===== src/rtl/ammeter_pwm_array.sv =====
// Multi-channel panel-meter PWM driver: per-channel slew limiter feeding either a
// first-order sigma-delta modulator or a shared-counter PWM.
module ammeter_pwm_array #(
    parameter int unsigned CH       = 3,
    parameter int unsigned W        = 8,
    parameter int unsigned STEP_DIV = 1000
) (
    input  logic            clk,
    input  logic            Rst_n,
    input  logic            en,
    input  logic            mode,
    input  logic            ramp_en,
    input  logic [CH*W-1:0] duty_i,
    input  logic [CH-1:0]   load_i,
    output logic [CH-1:0]   PWM,
    output logic [CH-1:0]   busy_o,
    output logic            wrap_o
);

    localparam int unsigned PW      = (STEP_DIV > 1) ? $clog2(STEP_DIV) : 1;
    localparam logic [W-1:0]  CntMax  = '1;
    localparam logic [PW-1:0] PresMax = PW'(STEP_DIV - 1);

    logic [CH-1:0][W-1:0] tgt_q, tgt_d;
    logic [CH-1:0][W-1:0] cur_q, cur_d;
    logic [CH-1:0][W-1:0] act_q, act_d;
    logic [CH-1:0][W:0]   acc_q, acc_d;
    logic [CH-1:0]        pwm_q, pwm_d;
    logic [CH-1:0]        busy_q, busy_d;
    logic [W-1:0]         cnt_q, cnt_d;
    logic [PW-1:0]        pres_q, pres_d;
    logic                 wrap_q, wrap_d;
    logic                 mode_q;
    logic                 mode_chg, tick, wrap;

    always_comb begin
        mode_chg = (mode != mode_q);
        tick     = en && (pres_q == PresMax);
        wrap     = en && !mode_chg && (cnt_q == CntMax);
        pres_d   = (!en || tick) ? '0 : pres_q + PW'(1);
        cnt_d    = (!en || mode_chg) ? '0 : cnt_q + W'(1);
        wrap_d   = wrap;

        for (int unsigned k = 0; k < CH; k++) begin
            tgt_d[k]  = load_i[k] ? duty_i[k*W +: W] : tgt_q[k];
            busy_d[k] = (cur_q[k] != tgt_q[k]);

            cur_d[k] = cur_q[k];
            if (en) begin
                if (!ramp_en) begin
                    cur_d[k] = tgt_q[k];
                end else if (tick) begin
                    // A load landing on a tick edge steers this step toward the new target.
                    if (cur_q[k] < tgt_d[k]) begin
                        cur_d[k] = cur_q[k] + W'(1);
                    end else if (cur_q[k] > tgt_d[k]) begin
                        cur_d[k] = cur_q[k] - W'(1);
                    end
                end
            end

            act_d[k] = act_q[k];
            acc_d[k] = acc_q[k];
            pwm_d[k] = pwm_q[k];
            if (!en || mode_chg) begin
                act_d[k] = cur_q[k];
                acc_d[k] = '0;
                pwm_d[k] = 1'b0;
            end else if (mode) begin
                if (wrap) begin
                    act_d[k] = cur_q[k];
                end
                pwm_d[k] = (cnt_q < act_q[k]);
            end else begin
                act_d[k] = cur_q[k];
                acc_d[k] = {1'b0, acc_q[k][W-1:0]} + {1'b0, cur_q[k]};
                pwm_d[k] = acc_q[k][W];
            end
        end
    end

    always_ff @(posedge clk or negedge Rst_n) begin
        if (!Rst_n) begin
            tgt_q  <= '0;
            cur_q  <= '0;
            act_q  <= '0;
            acc_q  <= '0;
            pwm_q  <= '0;
            busy_q <= '0;
            cnt_q  <= '0;
            pres_q <= '0;
            wrap_q <= 1'b0;
            mode_q <= 1'b0;
        end else begin
            tgt_q  <= tgt_d;
            cur_q  <= cur_d;
            act_q  <= act_d;
            acc_q  <= acc_d;
            pwm_q  <= pwm_d;
            busy_q <= busy_d;
            cnt_q  <= cnt_d;
            pres_q <= pres_d;
            wrap_q <= wrap_d;
            mode_q <= mode;
        end
    end

    assign PWM    = pwm_q;
    assign busy_o = busy_q;
    assign wrap_o = wrap_q;

endmodule

===== config.mk =====
export PLATFORM = sky130hd
export DESIGN_NAME = ammeter_pwm_array
export DESIGN_NICKNAME = d
export VERILOG_FILES = /design/src/rtl/ammeter_pwm_array.sv
export SDC_FILE = /design/constraint.sdc
export NUM_CORES = 1
export LEC_CHECK = 0
export BUFFER_PORTS_ARGS = -buffer_cell sky130_fd_sc_hd__buf_2
export CORE_UTILIZATION = 50
export DETAILED_ROUTE_END_ITERATION = 8
export GPL_TIMING_DRIVEN = 0
export PLACE_DENSITY = 0.66
export SKIP_LAST_GASP = 1
export SYNTH_ARGS = -nofsm -noshare
export SYNTH_HDL_FRONTEND = slang
export SYNTH_SLANG_ARGS = --single-unit

===== constraint.sdc =====
create_clock -name clk -period 3.7 [get_ports clk]
set_input_delay 0.555 -clock clk [delete_from_list [all_inputs] [get_ports clk]]
set_output_delay 0.555 -clock clk [all_outputs]
set_load 0.01 [all_outputs]

-- Word level (Yosys, flattened, before mapping)
Index checks and enable logic that the tools add are counted.
- latch bits: 0
- memories kept: 0
- logic and storage cells: 98
- RAM bits: 0
- memory bits (read-only): 0
- flip-flop bits (word level): 125
- reductions and logical operators: 10
- divide/modulo/power cells: 0
- bitwise logic cells: 0
- $lt $le $gt $ge: 9
- multipliers: 0
- shifts and indexed selects: 0
- multiplexer cells: 38
- $add $sub $neg: 11
- equality and inequality tests: 12
- operators with widths (kind ; number):
    $mux W8 ; 25
    $mux W9 ; 6
    $lt A8 B8 Y1 ; 6
    $add A8 B1 Y8 const B ; 4
    $add A8 B8 Y9 ; 3
    $gt A8 B8 Y1 ; 3
    $ne A8 B8 Y1 ; 3
    $sub A8 B1 Y8 const B ; 3
    $ne A3 B1 Y1 const B ; 4
    $add A10 B1 Y10 const B ; 1
    $eq A10 B10 Y1 const B ; 1
    $mux W10 ; 1
    $reduce_and A3 Y1 ; 3
    $eq A8 B8 Y1 const B ; 1
    $mux W1 ; 6
    $ne A2 B1 Y1 const B ; 2
    $logic_and A1 B1 Y1 ; 3
    $logic_not A1 Y1 ; 2
    $logic_or A1 B1 Y1 ; 2
    $ne A1 B1 Y1 ; 1

-- Logic depth before layout (Yosys ltp)
Gate-level depths: netlist of the first run.
- depth in word-level cells: 7
- depth in mapped cells: 14
- depth with buffers taken out: 13

-- Worst setup path after synthesis of the first run
OpenSTA, ideal clock, no wires.
- path type: input port to flip-flop
- start point: in load_i[2]
- end point: reg cur_q[23] (netlist bit)
- required time: 3.596 ns
- stages: 14
- setup time: 0.104 ns
- slack: 0.100 ns
- path buffers: 1
- arrival: 3.497 ns
- cell sequence: clkbuf_1 mux2i_1 ha_1 nor2b_1 o211ai_1 a21o_1 nand2_1 ha_1 a21oi_1 o211ai_1 o41ai_2 and3b_1 or2_0 o311ai_1
- cells in the longest elaborated chain, start to end: 5
- elaborated cells between the ends (all ways): 8
- classes of those cells: 2 x order compare; 1 x eq/ne; 4 x mux; 1 x reduce/logical
- ends and longest elaborated chain (item ; line ; RTL):
    start, declared ; 14 ; input logic [CH-1:0] load_i,
    $mux W8 (*) ; 45 ; tgt_d[k] = load_i[k] ? duty_i[k*W +: W] : tgt_q[k];
    $lt A8 B8 Y1 ; 54 ; if (cur_q[k] < tgt_d[k]) begin
    $mux W8 ; 54 ;
    $mux W8 ; 52 ; end else if (tick) begin
    $mux W8 ; 50 ; if (!ramp_en) begin
    end signal, assigned ; 96 ; cur_q <= cur_d;
    end, declared ; 25 ; logic [CH-1:0][W-1:0] cur_q, cur_d;
Every way passes the cells marked *; elsewhere a longest branch is shown, timed or not. The select of a mux whose other input is x is not followed.
A chain may end at the register's enable or synchronous reset.

-- Worst setup path after layout of the first run
- start point: reg cur_q[9] (netlist bit)
- end point: reg cur_q[15] (netlist bit)
- cells in the longest elaborated chain, start to end: 5
- elaborated cells between the ends (all ways): 10
- classes of those cells: 2 x add/sub; 2 x order compare; 1 x eq/ne; 4 x mux; 1 x reduce/logical
- ends and longest elaborated chain (item ; line ; RTL):
    $sub A8 B1 Y8 ; 57 ; cur_d[k] = cur_q[k] - W'(1);
    $mux W8 ; 56 ; end else if (cur_q[k] > tgt_d[k]) begin
    $mux W8 ; 54 ;
    $mux W8 ; 52 ;
    $mux W8 ; 50 ;
Parallel ways exist; a longest one is shown, timed or not. The select of a mux whose other input is x is not followed.

==> run metrics, run 1 <==
Diodes inserted 0; Tot GR Track Use around 25%; Die Y approximately 130 um; P per Cell Area between 700 and 800 mW/mm^2; critical path class flop to flop; clock slew at reported path FFs 50 ps; Sw Ratio approximately two fifths; leak pwr 4.55 nW; syn avg cell area around 9.6 um^2; total CTS buffers 17; complex-gate fraction of the synthesized area between 10% and 20%; post-CTS sizing 0; CP max FO 8; Synth area leader dfrtp_1; fin cells between 1k and 1.5k; hpwl dp about 13 mm; H-tree depth 4; Buf/Inv on CP 0; Synth Area in Adders 15.6%; Iteration-0 DRC Markers between 200 and 250; routability cong. between 0.8 and 0.9; FMAX roughly 0.29 GHz; area growth from synthesis to layout 13.3%; Hold Fails Final Rpt 0; Net Count, Synth approximately 970; grt ovf 0; clk_lat worst skew ~430 ps; Combinational Power Share between 40% and 50%; Final Cycle Share 94.4%; cell count after placement ~1.1k; drt wl/cell 16.4 um; Die W 130 um; CP max stage cell dfrtp_1; clock tree root driver cell clkbuf_16; # IOs 39; Min-Delay Path Class primary input to asynchronous set/reset pin; number of max-cap violations 0; largest net degree at the start of global routing 64; WP data arrival around 3800 ps; DRC Markers 0; total power 0.00736 W; CTS tree built; clock sinks about 130; RSZ-0062 raised after global routing yes; CTS Buffer Depth 2; clock skew 7.43 ps; IO buf count 34; top area cells in the synthesized netlist dfrtp_1 (38%), ha_1 (14%), mux2i_1 (5.2%); Core Region ~0.016 mm^2; Hold Buf Count CTS 0; vias in the first global route ~6.1k; length of the first detailed-routing pass in iterations 4; Clock power frac 22.7%; largest family of logic cells by synthesized area adder cells; initial antenna violation count 0; synth warn 0; Worst path max stage delay 630 ps; vias per cell approximately 5.4; global-route wire length before repair 31.2 mm; Main synth FF type dfrtp_1; synthesized instance count 844; post-synthesis cell type count 57; critical path cell sequence ha_1, nor2b_1, o211ai_1, a21o_1, nand2_1, ha_1, nand3_1, o211ai_1, o41ai_2, and3b_1, or2_0, o311ai_1; multiplexer share of the synthesized area under 10%; initial core utilization approximately half; Die ar. about 0.017 mm^2; Synth Area in XOR/XNOR 6.57%; CP delay by family, top compound AO/OA/AOI/OAI gates; sequential share of the synthesized area approximately 38%; status finished, final reports clean; area share of the largest cell type after synthesis ~38%; final WL approximately 19 mm; Worst setup EP type flop; row cnt 46; FFs w/ async S/R, synth 100%; Flop pwr share around 29%; net switching power roughly 0.0030 W; nets@finish just over 1k; Synth Register Bits ~130; final setup vio count 0; Antenna Nets Post-Route 0; Worst-Margin Slew roughly 960 ps; post-synthesis simple-gate area fraction ~14%; minimum clock period ~3500 ps; layout cells sized above 1 10.5%; Worst EP required 4020 ps; Peak VDD IR approximately 0.0005 V; number of buffers added for setup after CTS 0; critical path startpoint category flop; cell-internal power ~0.0044 W; max_slew headroom ~36%; via count 6,116; max-slew violations 0; Cell Area, Synth between 0.008 and 0.009 mm^2; count of flip-flops with a built-in enable after synthesis 0
-- registers in the layout, indices dropped and copies added, names as in the netlist --
signal	count
cnt_q	8
act_q	24
tgt_q	24
wrap_o	1
busy_o	3
acc_q	27
cur_q	24
mode_q	1
pres_q	10
PWM	3
-- layout by cell type (no fill, tap or decap), types with 4 or more instances in the layout --
cell,instances
clkinv_2,5
buf_1,4
nand2b_1,4
buf_2,34
a211oi_1,4
xnor2_1,23
o21a_1,10
nor3_1,17
nor2b_1,6
xor2_1,38
a21oi_2,5
clkbuf_1,15
a21o_1,21
nand2_1,63
nand3_1,16
and3_1,13
ha_1,92
inv_1,59
clkbuf_8,5
a21oi_1,62
mux2i_1,41
dfrtp_1,124
nor2_1,82
o21ai_0,35
fa_1,6
clkbuf_16,17
o211ai_1,9
mux2_2,9
nand4_1,7
nor4_1,7
nor4b_1,6
-- synth_stat cells, drive strengths merged (17+ instances only) --
master  count
xor2       38
o21ai      39
nor2       82
inv        60
mux2i      42
a21o       21
nor3       17
dfrtp     125
xnor2      23
a21oi      67
ha         92
nand2      64
-- routing by layer --
layer  part of all wire [%]  GRT usage [%]  vias up  wire length, um
li1                       -              -     3090                -
met1                     50           33.3     2923             9270
met2                     46           40.1       76             8500
met3                    2.5           4.29       27              464
met4                    1.5           8.82        0              278
met5                      0              0        -                0
-- kinds of logic (layout without fill, tap and decap cells) --
logic type               count (synthesis)  after routing
AO/OA/AOI/OAI                          184            184
flip-flops                             125            125
buffers and inverters                   84            150
XOR/XNOR                                61             61
multiplexers                            51             51
adder cells (fa/ha/maj)                 98             98
AND/OR/NAND/NOR                        241            241
-- final cells by class --
| cell class | instances | area [um^2] |
|---|---|---|
| fillers | 1416 | 6680 |
| multi-input cells | 635 | 4690 |
| flip-flops and latches | 125 | 3130 |
| clock buffers | 24 | 502 |
| well taps | 216 | 270 |
| inverters | 60 | 225 |
| repair buffers | 35 | 204 |
| plain buffers | 24 | 106 |
| clock inverters | 7 | 85.1 |
-- power by group through the flow --
stage	Sequential [W]	Clock [W]	Combinational (W)
floorplan	0.00196	0	0.00288
global placement	0.00216	0	0.00342
detailed placement	0.00216	0	0.00347
CTS	0.00214	0.00170	0.00352
global route	0.00219	0.00176	0.00406
finish	0.00214	0.00167	0.00355
-- worst paths after layout --
check,start,to,slack (ps),cells after the start
max reg2reg,cur_q[9]$_DFFE_PN0P_,cur_q[15]$_DFFE_PN0P_,210,12
min reg2reg,pres_q[0]$_DFF_PN0_,pres_q[0]$_DFF_PN0_,480,1
min,Rst_n,pres_q[5]$_DFF_PN0_,100,1
max,cur_q[9]$_DFFE_PN0P_,cur_q[15]$_DFFE_PN0P_,210,12
max in group asynchronous,Rst_n,tgt_q[5]$_DFF_PN0_,2860,2
min in group clk,mode,mode_q$_DFF_PN0_,330,1
-- stage by stage --
stage	hold WS (ps)	util [%]	instance area, um^2	setup TNS, ps	setup WS, ps
after floorplan	259	-	8130	0	99.6
after global placement	476	54.0	8570	-1640	-407
after detailed placement	475	54.2	8600	-1620	-410
after CTS	136	57.9	9190	0	22.6
after global routing	162	58.0	9210	-20.2	-20.2
final	99.8	58.0	9210	0	207
(Power assumes the default switching activity.)
==> run 2, diff against run 1 <==
CORE_UTILIZATION = 63   (was 50)
HOLD_SLACK_MARGIN = 0.12   (was default)
PLACE_DENSITY = 0.8   (was 0.66)
==> run 2 against run 1 <==
Effect of this change: maximum frequency fell by 1.2%; cell area shrank 0.11%; global-route usage increased by 8.3 points; clock skew is 1.2 ps lower; sequential share of layout area barely moved; clock-buffer cell count decreased by 2; utilization grew 15 points; largest power group unchanged; highest routed layer unchanged.
==> run metrics, run 2 (same netlist as run 1, synthesis figures left out) <==
max reg flops 27 (unchanged); number of max-cap violations 0 (unchanged); Iteration-0 DRC Markers 364 (+51%); vias per cell 6.16 (+13%); critical path class flop to flop; initial antenna violation count 0 (unchanged); Tot GR Track Use 33.0% (+8.3 points); # fillers 937 (-34%); final WL 20.3 mm (+9.4%); Die W 116 um (-11%); DRC Markers 0 (unchanged); layout cells sized above 1 10.7% (+0.20 points); Worst path max stage delay 630 ps (about the same); cell area after layout 0.00920 mm^2 (-0.11%); drt wl/cell 18.7 um (+14%); vias in the first global route 6,897 (+13%); post-route met1 wirelength 8.24 mm (-11%); RSZ-0062 raised after global routing yes; # IOs 39 (unchanged); max-slew violations 0 (unchanged); most frequent cells in the layout dfrtp_1 (125), ha_1 (92), nor2_1 (82); Setup TNS Final 0 ps (unchanged); CP max stage cell dfrtp_1; Final WS setup 164 ps (-43.3 ps); nets@finish 1,029 (+0.097%); critical path depth in cells 12 (unchanged); via count 6,674 (+9.1%); register area 0.00313 mm^2 (about the same); number of buffers added for setup after CTS 0 (unchanged); Die Y 116 um (-11%); CTS Buffer Depth 2 (unchanged); commonest non-fill, non-tap cell in the layout dfrtp_1; area of the multi-input gates 0.00469 mm^2 (about the same); P per Cell Area 835 mW/mm^2 (+4.4%); CP delay by family, top compound AO/OA/AOI/OAI gates; clock tree root driver cell clkbuf_16; final setup vio count 0 (unchanged); Worst setup EP type flop; Die ar. 0.0134 mm^2 (-20%); hpwl dp 14.5 mm (+7.5%); Reg2Reg Capture Point cur_q[23]$_DFFE_PN0P_; Antenna Nets Post-Route 0 (unchanged); Peak VDD IR 0.000592 V (+15%); CP max FO 8 (unchanged); Final Cycle Share 95.6% (+1.2 points); Worst setup startpoint cur_q[17]$_DFFE_PN0P_; Routed met3 length 1.16 mm (+150%); grt ovf 0 (unchanged); highest routed layer met4; Worst EP required 4030 ps (about the same); IO buf count 34 (unchanged); status finished, final reports clean; Hold Fails Final Rpt 0 (unchanged); total CTS buffers 17 (unchanged); FF-to-FF path depth 12 (unchanged); H-tree depth 4 (unchanged); WP data arrival 3860 ps (+40 ps); minimum clock period 3540 ps (+43.3 ps); area growth from synthesis to layout 13.2%; clock skew 6.23 ps (-1.20 ps); Place WS -407 ps (+3.35 ps); Worst setup endpoint cur_q[23]$_DFFE_PN0P_; clk_lat worst skew 430 ps (about the same); max_slew headroom 38.1% (+2.0 points); CTS tree built; Worst-Margin Slew 928 ps (-30.6 ps); largest register by flop count acc_q; r2r setup slk 160 ps (-40 ps); Diodes inserted 0 (unchanged); Worst Hold Depth 1; critical path startpoint category flop; clock sinks 125 (unchanged); initial core utilization 64.4% (+13 points); leak pwr 4.56 nW (+0.18%); Buf/Inv on CP 0 (unchanged); global-route wire length before repair 33.2 mm (+6.6%); FMAX 0.283 GHz (-1.2%); Reg-to-Reg Start cur_q[17]$_DFFE_PN0P_; largest net degree at the start of global routing 79 (+23%); row cnt 41 (-11%); Post-DP Area 0.00855 mm^2 (-0.64%); Core Region 0.0126 mm^2 (-21%); critical path cell sequence ha_1, nor2b_1, o211ai_1, a21o_1, nand2_1, ha_1, a21oi_1, o211ai_1, o41ai_2, and3b_1, or2_0, o311ai_1; DR WL met2 10.2 mm (+20%); routability cong. 0.827 (+2.4%); Min-Delay Path Class primary input to flop; clock slew at reported path FFs 60 ps (about the same); length of the first detailed-routing pass in iterations 5 (+1)
[run 2: layout make-up]
| class | count | share of cell area (%) |
|---|---|---|
| clock buffers | 22 | 5.26 |
| clock inverters | 10 | 1.48 |
| inverters | 60 | 2.45 |
| well taps | 172 | 2.34 |
| repair buffers | 36 | 2.33 |
| plain buffers | 24 | 1.16 |
| flip-flops and latches | 125 | 34.0 |
| multi-input cells | 635 | 51.0 |
[run 2: worst register-to-register path: cells and delay by family (launching register included)]
kind                     cells  cell delay, ps
flip-flops                   1             630
AND/OR/NAND/NOR              4             810
AO/OA/AOI/OAI                6            1290
adder cells (fa/ha/maj)      2             710
[run 2: layer usage]
metal  global-route usage [%]  up-vias
li1                         -     3103
met1                     38.2     3261
met2                     57.0      241
met3                     7.95       69
met4                     16.6        0
met5                        0        -
[run 2: repair_timing]
item	CTS	global route
hold buffers	1	0
endpoints found under the hold margin	47	0
resized for setup	2	7
endpoints found under the setup margin	2	3
[run 2: metrics by stage]
stage	total power (W)	hold slack (ps)	std cells	util, %
after floorplan	0.00484	259	844	-
after global placement	0.00545	468	1050	67.5
after detailed placement	0.00574	488	1051	67.7
after CTS	0.00757	318	1084	72.8
after global routing	0.00820	326	1084	72.9
final	0.00768	325	1084	72.9
[run 2: how the worst min path moves through the flow]
stage                             start             endpoint  slack (ps)
floorplan                         Rst_n     PWM[0]$_DFF_PN0_         260
finish                             mode     mode_q$_DFF_PN0_         320
CTS                                mode     mode_q$_DFF_PN0_         320
global placement    pres_q[0]$_DFF_PN0_  pres_q[0]$_DFF_PN0_         470
detailed placement  pres_q[0]$_DFF_PN0_  pres_q[0]$_DFF_PN0_         490
global route                       mode     mode_q$_DFF_PN0_         330
[run 2: power by group]
part	internal (W)	switching [W]	total [W]
logic	0.00167	0.00212	0.00379
registers	0.00167	0.000467	0.00214
clock network	0.00113	0.000625	0.00175
==> run 3, diff against run 2 <==
ABC_AREA = 1   (was default)
CORE_UTILIZATION = 35   (was 63)
PLACE_DENSITY = 0.49   (was 0.8)
==> run 3 against run 2 <==
Effect of this change: power decreased by 25%; combinational power decreased by 43%; clock skew increased by 4.8 ps; via count increased by 4.2%; utilization decreased by 32 points; largest power group unchanged; maximum frequency increased by 8.7%; routed wire length increased by 1.7%.
==> run metrics, run 3 <==
commonest cells in the synthesized netlist nand2_1 (280), inv_1 (133), dfrtp_1 (125); Hold Fails Final Rpt 0 (unchanged); largest net degree at the start of global routing 83 (+5.1%); critical path class primary input to flop; RSZ-0062 raised after global routing no; WP data arrival 3550 ps (-310 ps); FFs w/ async S/R, synth 100% (unchanged); count leader, synth nand2_1; # IOs 39 (unchanged); CP max FO 11 (+3); max_slew headroom 44.7% (+6.6 points); clock sinks 125 (unchanged); Setup TNS Final 0 ps (unchanged); count of flip-flops with a built-in enable after synthesis 0 (unchanged); synth warn 0 (unchanged); H-tree depth 4 (unchanged); leak pwr 4.90 nW (+7.5%); length of the first detailed-routing pass in iterations 4 (-1); syn avg cell area 7.87 um^2 (-18%); nets@finish 1,242 (+21%); top area cells in the synthesized netlist dfrtp_1 (38%), ha_1 (14%), nand2_1 (13%); area share of the largest cell type after synthesis 37.7% (-0.74 points); sequential share of the synthesized area 37.7% (-0.74 points); largest register by flop count acc_q; critical path startpoint category primary input; layout cells sized above 1 9.79% (-0.96 points); synthesized instance count 1,054 (+25%); Diodes inserted 0 (unchanged); status finished, final reports clean; Die ar. 0.0243 mm^2 (+82%); Cell Area, Synth 0.00829 mm^2 (+2.0%); via count 6,951 (+4.2%); most frequent cells in the layout nand2_1 (280), inv_1 (133), dfrtp_1 (125); Antenna Nets Post-Route 0 (unchanged); clk_lat worst skew 420 ps (about the same); critical path cell sequence buf_2, clkbuf_1, nand2_1, o21ai_0, ha_1, a21o_1, nor2_1, nand2_1, ha_1, a21oi_1, or2_2, nand3_1, nor2_1, o21ai_0, nand2_1; CTS Buffer Depth 2 (unchanged); row cnt 55 (+34%); post-synthesis cell type count 37 (-35%); Synth area leader dfrtp_1; final WL 20.6 mm (+1.7%); Worst EP required 4000 ps (-30 ps); critical path's most frequent cell nand2_1; vias in the first global route 6,892 (-0.072%); hold_ws 387 ps (+62.4 ps); Buf/Inv on CP 2 (+2); number of max-cap violations 0 (unchanged); vias per cell 4.84 (-21%); Iteration-0 DRC Markers 276 (-24%); routability cong. 0.795 (-3.9%); initial antenna violation count 0 (unchanged); commonest non-fill, non-tap cell in the layout nand2_1; Reg-to-Reg Start tgt_q[2]$_DFF_PN0_; DRC Markers 0 (unchanged); Tot GR Track Use 18.5% (-14 points); Final Cycle Share 87.9% (-7.7 points); Min-Delay Path Class primary input to flop; IO buf count 37 (+8.8%); CTS tree built; max reg flops 27 (unchanged); min-delay src mode; grt ovf 0 (unchanged); clock slew at reported path FFs 60 ps (about the same); P per Cell Area 605 mW/mm^2 (-28%); number of buffers added for setup after CTS 0 (unchanged); Peak VDD IR 0.000256 V (-57%); Main synth FF type dfrtp_1; Worst path max stage delay 520 ps (-110 ps); Die W 156 um (+35%); final setup vio count 0 (unchanged); minimum clock period 3250 ps (-284 ps); global-route wire length before repair 34.7 mm (+4.3%); CP max stage cell ha_1; Worst setup startpoint load_i[2]; Core Region 0.0229 mm^2 (+82%); max-slew violations 0 (unchanged); Net Count, Synth 1,184 (+22%); clock skew 11.0 ps (+4.76 ps); Worst setup EP type flop; drt wl/cell 14.3 um (-23%); total CTS buffers 17 (unchanged); hpwl dp 15.1 mm (+4.1%); CP delay by family, top simple AND/OR/NAND/NOR gates; Synth Register Bits 125 (unchanged); Die Y 156 um (+35%); initial core utilization 36.2% (-28 points); Worst-Margin Slew 829 ps (-98.7 ps); FMAX 0.307 GHz (+8.7%); clock tree root driver cell clkbuf_16; area growth from synthesis to layout 14.4%
==> run 3: changes by cell type after synthesis, sizes merged, moves of 9 or more <==
cell   previous run  this run
nor2             82        56
xor2             38         3
inv              60       136
a21o             21         3
a22o              0         9
o21ai            39       102
and3             13         0
nand3            16        63
mux2i            42         0
nand2            64       288
mux2              9         0
==> run 3: repair_timing <==
item / in CTS / in global routing
endpoints found under the hold margin: 43 / 0
endpoints found under the setup margin: 0 / 1
hold buffers: 1 / 0
resized for setup: 0 / 2
==> run 3: metal layers <==
layer | wire (um) | track usage, %
met3 | 465 | 3.42
met4 | 470 | 6.40
met5 | 0 | 0
met2 | 9530 | 30.5
met1 | 10100 | 24.1
==> run 3: worst paths after layout <==
kind	to	cells after the start	slack (ps)
max	cur_q[22]$_DFFE_PN0P_	15	450
min	mode_q$_DFF_PN0_	1	390
max reg2reg	cur_q[5]$_DFFE_PN0P_	18	510
min reg2reg	acc_q[25]$_DFFE_PN0P_	2	490
max in group asynchronous	act_q[6]$_DFFE_PN0P_	3	2270
min in group asynchronous	tgt_q[9]$_DFF_PN0_	2	630
==> run 3: kinds of logic after synthesis <==
kind of cell    after synthesis  synth area share [%]
buf+inv                     155                  7.41
fa+ha+maj                    98                  15.3
flops                       125                  37.7
simple gates                450                  23.1
xor+xnor                     32                  3.38
compound gates              194                  13.1
==> run 3: worst reg2reg max path, stage by stage (launching register included) <==
cell and delay (ps):
dfrtp_1 410, o21ai_0 290, ha_1 280, nand2_1 80
inv_1 40, nand2_1 50, nand2_1 40, nand2_1 100
nand2_1 300, ha_1 470, a21oi_1 160, nand2_1 140
nand2_1 100, nand2_1 60, or2_2 280, nand3_1 80
nand2_1 60, nand2_1 50, nand2_1 60
==> run 3: layout make-up <==
cell class / count / area (um^2)
Sequential cell: 125 / 3130
Clock buffer: 17 / 425
Tap cell: 313 / 392
Timing Repair Buffer: 39 / 229
Multi-Input combinational cell: 774 / 4550
Clock inverter: 14 / 149
Inverter: 138 / 520
Fill cell: 2370 / 13400
Buffer: 17 / 95.1
==> run 3: power by group <==
group,switching (W),internal (W)
registers,0.000326,0.00160
logic,0.00127,0.000890
clock network,0.000671,0.000987
==> run 3: metrics by stage <==
step | power (W) | instances | instance area, um^2 | setup WS, ps | util (%)
floorplan | 0.00354 | 1054 | 8290 | 572 | -
global placement | 0.00408 | 1404 | 8870 | -101 | 38.7
detailed placement | 0.00411 | 1405 | 8900 | -101 | 38.8
CTS | 0.00581 | 1437 | 9490 | 302 | 41.4
global route | 0.00624 | 1437 | 9490 | 53.6 | 41.4
finish | 0.00574 | 1437 | 9490 | 447 | 41.4
